## src/rtl/seg7_reader.sv

```systemverilog
// -----------------------------------------------------------------------------
// seg7_reader
//
// Receiving end of a hex-to-seven-segment display link. The seven active-high
// segment lines are sampled every cycle. Once a pattern has held steady for
// STABLE_CYCLES consecutive samples, it is reported exactly once:
//   - a legal hex glyph updates digit_o and pulses valid_o for one cycle
//   - the all-dark pattern (7'h00) raises blank_o without any pulse
//   - anything else pulses err_o and bumps a saturating error counter
//
// Parameters
//   STABLE_CYCLES  identical consecutive samples needed before a report (2..255)
//
// Ports
//   clk        in   rising-edge clock
//   rst        in   asynchronous, active-high reset
//   a..g       in   segment lines; sampled vector is {a,b,c,d,e,f,g}, a = MSB
//   digit_o    out  [3:0] last legal digit reported, held between reports
//   valid_o    out  one-cycle pulse on a legal report
//   err_o      out  one-cycle pulse on an illegal, non-blank report
//   blank_o    out  high while the last reported stable pattern is blank
//   err_cnt_o  out  [7:0] number of err_o pulses, saturating at 255
// -----------------------------------------------------------------------------
module seg7_reader #(
    parameter int unsigned STABLE_CYCLES = 4
) (
    input  logic       clk,
    input  logic       rst,
    input  logic       a,
    input  logic       b,
    input  logic       c,
    input  logic       d,
    input  logic       e,
    input  logic       f,
    input  logic       g,
    output logic [3:0] digit_o,
    output logic       valid_o,
    output logic       err_o,
    output logic       blank_o,
    output logic [7:0] err_cnt_o
);

    // Counter value at which the candidate is considered stable. The counter
    // holds 1 on the first comparison edge, so the report lands STABLE_CYCLES
    // edges after the pattern was first captured into s_q.
    localparam logic [7:0] LAST_CNT = 8'(STABLE_CYCLES - 1);

    if (STABLE_CYCLES < 2 || STABLE_CYCLES > 255) begin : g_bad_param
        $error("seg7_reader: STABLE_CYCLES must be within 2..255");
    end

    typedef enum logic {
        ST_HOLD   = 1'b0,
        ST_SETTLE = 1'b1
    } state_t;

    // Maps a segment vector to {legal, code}. Blank and illegal patterns both
    // come back with legal = 0; the caller tells them apart.
    function automatic logic [4:0] decode_seg(input logic [6:0] seg);
        logic [4:0] res;
        case (seg)
            7'h7E:   res = {1'b1, 4'h0};
            7'h30:   res = {1'b1, 4'h1};
            7'h6D:   res = {1'b1, 4'h2};
            7'h79:   res = {1'b1, 4'h3};
            7'h33:   res = {1'b1, 4'h4};
            7'h5B:   res = {1'b1, 4'h5};
            7'h5F:   res = {1'b1, 4'h6};
            7'h70:   res = {1'b1, 4'h7};
            7'h7F:   res = {1'b1, 4'h8};
            7'h7B:   res = {1'b1, 4'h9};
            7'h77:   res = {1'b1, 4'hA};
            7'h1F:   res = {1'b1, 4'hB};
            7'h4E:   res = {1'b1, 4'hC};
            7'h3D:   res = {1'b1, 4'hD};
            7'h4F:   res = {1'b1, 4'hE};
            7'h47:   res = {1'b1, 4'hF};
            default: res = {1'b0, 4'h0};
        endcase
        return res;
    endfunction

    // Saturating increment for the error counter.
    function automatic logic [7:0] sat_inc8(input logic [7:0] v);
        return (v == 8'hFF) ? 8'hFF : v + 8'd1;
    endfunction

    // Input sample stage
    logic [6:0] s_q, s_d;

    // Stability tracker
    state_t     state_q, state_d;
    logic [6:0] cand_q, cand_d;
    logic [7:0] cnt_q, cnt_d;

    // Registered outputs
    logic [3:0] digit_q, digit_d;
    logic       valid_q, valid_d;
    logic       err_q, err_d;
    logic       blank_q, blank_d;
    logic [7:0] err_cnt_q, err_cnt_d;

    logic       report;
    logic [4:0] dec;

    assign dec = decode_seg(cand_q);

    always_comb begin
        s_d       = {a, b, c, d, e, f, g};
        state_d   = state_q;
        cand_d    = cand_q;
        cnt_d     = cnt_q;
        report    = 1'b0;

        case (state_q)
            ST_HOLD: begin
                // Any change, even back to an earlier pattern, starts a new
                // stability window.
                if (s_q != cand_q) begin
                    cand_d  = s_q;
                    cnt_d   = 8'd1;
                    state_d = ST_SETTLE;
                end
            end
            ST_SETTLE: begin
                if (s_q != cand_q) begin
                    cand_d = s_q;
                    cnt_d  = 8'd1;
                end else if (cnt_q < LAST_CNT) begin
                    cnt_d = cnt_q + 8'd1;
                end else begin
                    report  = 1'b1;
                    state_d = ST_HOLD;
                end
            end
            default: begin
                state_d = ST_HOLD;
            end
        endcase
    end

    // Report decode: pulses default low so each report lasts one cycle.
    always_comb begin
        digit_d   = digit_q;
        valid_d   = 1'b0;
        err_d     = 1'b0;
        blank_d   = blank_q;
        err_cnt_d = err_cnt_q;

        if (report) begin
            if (dec[4]) begin
                digit_d = dec[3:0];
                valid_d = 1'b1;
                blank_d = 1'b0;
            end else if (cand_q == 7'h00) begin
                blank_d = 1'b1;
            end else begin
                err_d     = 1'b1;
                blank_d   = 1'b0;
                err_cnt_d = sat_inc8(err_cnt_q);
            end
        end
    end

    always_ff @(posedge clk or posedge rst) begin
        if (rst) begin
            s_q       <= 7'h00;
            state_q   <= ST_HOLD;
            cand_q    <= 7'h00;
            cnt_q     <= 8'd0;
            digit_q   <= 4'h0;
            valid_q   <= 1'b0;
            err_q     <= 1'b0;
            blank_q   <= 1'b1;
            err_cnt_q <= 8'd0;
        end else begin
            s_q       <= s_d;
            state_q   <= state_d;
            cand_q    <= cand_d;
            cnt_q     <= cnt_d;
            digit_q   <= digit_d;
            valid_q   <= valid_d;
            err_q     <= err_d;
            blank_q   <= blank_d;
            err_cnt_q <= err_cnt_d;
        end
    end

    assign digit_o   = digit_q;
    assign valid_o   = valid_q;
    assign err_o     = err_q;
    assign blank_o   = blank_q;
    assign err_cnt_o = err_cnt_q;

endmodule

```

## config.mk

```make
export PLATFORM = sky130hd
export DESIGN_NAME = seg7_reader
export DESIGN_NICKNAME = d
export VERILOG_FILES = /design/src/rtl/seg7_reader.sv
export SDC_FILE = /design/constraint.sdc
export NUM_CORES = 1
export LEC_CHECK = 0
export BUFFER_PORTS_ARGS = -buffer_cell sky130_fd_sc_hd__buf_2
export CAP_MARGIN = 20
export CORE_MARGIN = 4
export CORE_UTILIZATION = 61
export DETAILED_ROUTE_END_ITERATION = 10
export HOLD_SLACK_MARGIN = 0.03
export MAX_ROUTING_LAYER = met4
export PLACE_DENSITY = 0.83
export REMOVE_ABC_BUFFERS = 1
export SLEW_MARGIN = 10
export SYNTH_ARGS = -nofsm -noshare
export SYNTH_HDL_FRONTEND = slang
export SYNTH_SLANG_ARGS = --single-unit
```

## constraint.sdc

```tcl
create_clock -name clk -period 5.84 [get_ports clk]
set_input_delay 0.584 -clock clk [delete_from_list [all_inputs] [get_ports clk]]
set_output_delay 0.584 -clock clk [all_outputs]
set_load 0.05 [all_outputs]
```

==> impl_metrics.yaml, run 1 <==
layout:
  layout_commonest_cell: "dfrtp_1"
  num-fill-cells: 226
  multi_input_area_sq_um: 869.6
  final_cell_mix: "dfrtp_1 (37), buf_2 (23), nand2_1 (20)"
  fin_nets: 208
  drive_above_1_share: 0.1878
  syn2layout_area_growth_pct: 8.170
  register_area_sq_um: 952.2
  final_cells: 241
  num_antenna_cells: 0
placement:
  gp_congestion: 0.9385
  dp_hpwl_microns: 2523
  dp_cells: 234
  io_buffers: 23
clocking:
  cts_tree: "built"
  h-tree-depth: 2
  path_clk_slew_ns: 0.10
  cts_max_path_buffers: 2
  cts.sinks: 38
  ctsResizeCount: 0
  cts_setup_buffers: 0
  cts_buffers: 5
  clk_latency_ns: 0.34
  cts_root_buffer: "clkbuf_4"
  cts_hold_buf: 0
sta:
  min_period_ns: 2.974
  maxSlewViolCount: 0
  max_clock_freq_mhz: 336.3
  finalHoldViolCount: 0
  finalSetupTns_ns: 0
  period_share: 0.5092
  clock_skew_ns: 0.002182
  rsz0062_at_grt: "false"
  relSlewSlack: 0.5881
  tightest_slew_ns: 0.6128
  setup_viol_count_final: 0
detailed_routing:
  final_antenna_net_count: 0
  drt_iter0_markers: 190
  via_per_inst: 5.734
  dr_wl_met2_microns: 1778
  top_layer: "met4"
  drc: 0
  first_pass_iters: 6
  wl_per_cell_microns: 14.74
  drt_wl_total_microns: 3553
  wl_met1_microns: 1551
  wl_met3_microns: 159
  via_count: 1382
critical_path:
  start_kind: "register"
  cp_cell_sequence: "xor2_1 -> nor4_2 -> nand4b_1 -> or4b_4 -> mux2_4"
  crit_buf_inv: 0
  worstSetupEndpointType: "register"
  cp_max_fo: 17
  cp_top_family: "simple AND/OR/NAND/NOR gates"
  cp_data_required_time_ns: 6.07
  crit_type: "register to register"
  crit_slowest_cell: "or4b_4"
  cp.arrival_ns: 3.21
  cp_slowest_stage_delay_ns: 0.65
global_route:
  antenna_found_initial: 0
  gr-usage-all-layers: 0.1992
  grt_start_max_net_pins: 39
  grt_pass1_vias: 1323
  grt_pass1_wl_microns: 6065
  grt-ovfl-total: 0
synthesis:
  synth.ff_latch_count: 38
  syn_inst: 183
  synth_area_sq_um: 1914
  yosys_warnings: 0
  ys.flop_type: "dfrtp_1"
  synth_edf_count: 0
  ys_async_sr_fraction: 1.000
  ys_seq_area_frac: 0.4974
  synthDistinctLibCells: 50
  avgSynthCellArea_sq_um: 10.46
run:
  maxCapViolCount: 0
hold_path:
  hold_class: "input port to async pin"
floorplan:
  io_pins: 24
  design.core.area_sq_um: 3028
  die_w_microns: 64.02
  fp-row-count: 20
  die_y_microns: 64.02
  start_util: 0.6322
  die_area_sq_um: 4099
power:
  p_per_area_nw_per_um2: 207.5
  worst_ir_drop_vdd_mv: 0.1628
  total_power_uw: 429.7
  p_leak_uw: 0.001007
outcome:
  outcome: "completed"
-- flip-flops by register name, summed over array words and instances, names as in the netlist --
| signal | cells |
|---|---|
| cand_q | 7 |
| s_q | 7 |
| err_o | 1 |
| cnt_q | 8 |
| digit_o | 4 |
| state_q | 1 |
| blank_o | 1 |
| err_cnt_o | 8 |
| valid_o | 1 |
-- cells in the mapped netlist (3+ instances only) --
cell type	instances	area, sq um
and3_1	9	56.30
clkbuf_1	15	56.30
dfrtp_1	37	925.9
inv_1	7	26.28
mux2_1	8	90.09
nand2_1	20	75.07
nand3_1	3	15.01
nand4_1	5	31.28
nor2_1	6	22.52
nor2b_1	5	31.28
nor3_1	3	15.01
nor4_1	7	43.79
o21ai_0	3	15.01
or4_1	3	22.52
xor2_1	9	78.83
-- final cells by class --
type	count	area share
Multi-Input combinational cell	121	0.4199
Inverter	7	0.01269
Tap cell	44	0.02659
Timing Repair Buffer	24	0.05921
Clock buffer	7	0.02175
Sequential cell	38	0.4598
-- worst reg2reg max path, stage by stage, from the launching register on --
cell,delay [ns]
dfrtp_1,0.58
xor2_1,0.25
nor4_2,0.61
nand4b_1,0.48
or4b_4,0.65
mux2_4,0.31
-- worst paths after layout --
path	end	slack, ns	startpoint	cells after the start
max	err_cnt_o[0]	2.87	cand_q[5]	5
min	s_q[4]	0.33	rst	3
max reg2reg	err_cnt_o[0]	2.87	cand_q[5]	5
min reg2reg	cand_q[3]	0.41	s_q[3]	0
max in group asynchronous	blank_o	5.17	rst	3
min in group clk	s_q[3]	0.34	d	1
-- power breakdown --
part | switching [uW] | internal, uW
Combinational | 15.9 | 12.1
Sequential | 12.3 | 268
Clock | 76.1 | 45.4
Total | 104 | 325
-- metrics by stage --
step                area (sq um)  hold WS (ns)    util  worst slack [ns]
floorplan                   1848        0.3715       -             3.185
global placement            2026        0.3784  0.6690             3.037
detailed placement          2026        0.3830  0.6690             2.946
CTS                         2071        0.3241  0.6839             2.894
global route                2071        0.3129  0.6839             2.683
finish                      2071        0.3335  0.6839             2.866
-- cell families after synthesis --
family / count (synthesis) / synth area share
and+or+nand+nor: 75 / 0.2340
DFF: 38 / 0.4974
buffers and inverters: 24 / 0.04837
AOI/OAI and AO/OA: 23 / 0.09282
muxes: 12 / 0.07321
xor gates and xnor gates: 9 / 0.04118
adders and majority gates: 2 / 0.01307
-- layer usage --
metal  vias to the layer above  GRT usage
met4                         0    0.09164
met1                       658     0.2393
met2                        32     0.3110
met3                         8    0.05624
met5                         -          -
li1                        684          -
Power figures use the tool's default switching activity.
==> inputs of run 2 (changes only) <==
CORE_UTILIZATION = 51   (was 61)
PLACE_DENSITY = 0.74   (was 0.83)
clock period = 2.7 ns   (was 5.84 ns; I/O delays follow)
==> run 2 against run 1 <==
Via count increased by 8.8%. Die area grew 17%. Clock-buffer cell count shrank 2. Highest routed layer unchanged.
==> impl_metrics.yaml, run 2 (same netlist as run 1, synthesis figures left out) <==
hold_path:
  hold_class: "input port to async pin"
global_route:
  grt_pass1_wl_microns: 6975
  gr-usage-all-layers: 0.1795
  antenna_found_initial: 0
  grt_pass1_vias: 1517
  grt_start_max_net_pins: 39
  grt-ovfl-total: 0
placement:
  gp_congestion: 0.8523
  dp_hpwl_microns: 2820
  io_buffers: 23
critical_path:
  crit_slowest_cell: "or4_1"
  cp_top_family: "simple AND/OR/NAND/NOR gates"
  r2r-start: "cand_q[3]"
  regToRegSetupSlack_ns: 0.14
  start_kind: "register"
  crit_cells: 5
  cp_data_required_time_ns: 2.88
  cp_cell_sequence: "nor2b_1 -> a32o_1 -> or4_1 -> or4b_4 -> mux2_4"
  crit_buf_inv: 0
  cp.arrival_ns: 2.73
  r2r_cells: 5
  worstSetupEndpointType: "register"
  crit_type: "register to register"
  r2r_end: "err_cnt_o[1]"
  cp_max_fo: 8
  cp_slowest_stage_delay_ns: 0.57
floorplan:
  start_util: 0.5519
  die_area_sq_um: 4798
  die_w_microns: 69.27
  io_pins: 24
  fp-row-count: 21
  design.core.area_sq_um: 3468
  die_y_microns: 69.27
clocking:
  clk_latency_ns: 0.29
  cts_buffers: 5
  cts_setup_buffers: 0
  cts.sinks: 38
  cts_hold_buf: 0
  cts_root_buffer: "clkbuf_8"
  path_clk_slew_ns: 0.08
  ctsResizeCount: 0
  h-tree-depth: 2
  cts_max_path_buffers: 2
  cts_tree: "built"
power:
  total_power_uw: 1154
  p_per_area_nw_per_um2: 516.2
  worst_ir_drop_vdd_mv: 0.3164
  p_leak_uw: 0.001104
detailed_routing:
  drt_iter0_markers: 97
  drt_wl_total_microns: 3950
  first_pass_iters: 5
  drc: 0
  via_per_inst: 5.852
  via_count: 1504
  wl_per_cell_microns: 15.37
  final_antenna_net_count: 0
run:
  maxCapViolCount: 0
layout:
  drive_above_1_share: 0.2512
  num_antenna_cells: 0
  final_cell_mix: "dfrtp_1 (37), buf_2 (23), nand2_1 (20)"
  syn2layout_area_growth_pct: 16.73
  register_area_sq_um: 952.2
  layout_commonest_cell: "dfrtp_1"
  fin_nets: 221
  num-fill-cells: 284
  multi_input_area_sq_um: 869.6
sta:
  finalHoldViolCount: 0
  tightest_slew_ns: 0.4613
  rsz0062_at_grt: "false"
  finalSetupTns_ns: 0
  max_clock_freq_mhz: 390.9
  maxSlewViolCount: 0
  relSlewSlack: 0.6925
  clock_skew_ns: 0.005924
  period_share: 0.9474
  setup_viol_count_final: 0
  min_period_ns: 2.558
outcome:
  outcome: "completed"
[run 2: changes by cell type in the layout (fill, tap and decap cells not counted)]
| cell | change |
|---|---|
| clkbuf_8 | +5 |
| clkbuf_1 | -2 |
| clkbuf_4 | -5 |
| buf_4 | +13 |
| bufinv_16 | +1 |
| clkinv_2 | +2 |
[run 2: per-layer routing]
metal  share of wire  global-route usage
met5               0                   -
met4           0.011             0.06941
met3           0.057             0.04783
met2            0.49              0.2850
met1            0.44              0.2185
[run 2: area by class of cell]
class / count / share of cell area
clock buffers: 5 / 0.03080
clock inverters: 3 / 0.01792
repair buffers: 37 / 0.09854
flip-flops and latches: 38 / 0.4261
multi-input cells: 121 / 0.3891
well taps: 46 / 0.02576
inverters: 7 / 0.01176
[run 2: worst reg2reg max path, stage by stage, from the launching register on]
cell and delay (ns):
dfrtp_1 0.47, nor2b_1 0.20, a32o_1 0.32, or4_1 0.57, or4b_4 0.57, mux2_4 0.32
[run 2: worst max-delay path by stage]
stage	startpoint	end	slack, ns
floorplan	cand_q[1]	err_cnt_o[0]	0.04
CTS	cand_q[3]	err_cnt_o[1]	0.14
global route	cand_q[3]	err_cnt_o[5]	0.03
finish	cand_q[3]	err_cnt_o[1]	0.14
detailed placement	cand_q[3]	err_cnt_o[1]	0.17
global placement	cand_q[3]	err_cnt_o[1]	0.23
[run 2: report_power, final]
| part | internal, uW | switching (uW) |
|---|---|---|
| Clock | 272 | 198 |
| Combinational | 37.4 | 53.8 |
| Sequential | 580 | 12.9 |
| Total | 889 | 264 |
[run 2: stage by stage]
stage / hold slack [ns] / cells / utilization / cell area (sq um) / worst slack (ns)
after global placement: 0.3778 / 249 / 0.6129 / 2126 / 0.2301
after global routing: 0.07581 / 257 / 0.6443 / 2235 / 0.02693
after CTS: 0.08078 / 257 / 0.6443 / 2235 / 0.1379
after detailed placement: 0.3797 / 249 / 0.6129 / 2126 / 0.1692
final: 0.07285 / 257 / 0.6443 / 2235 / 0.1420
after floorplan: 0.3014 / 166 / - / 1848 / 0.04495
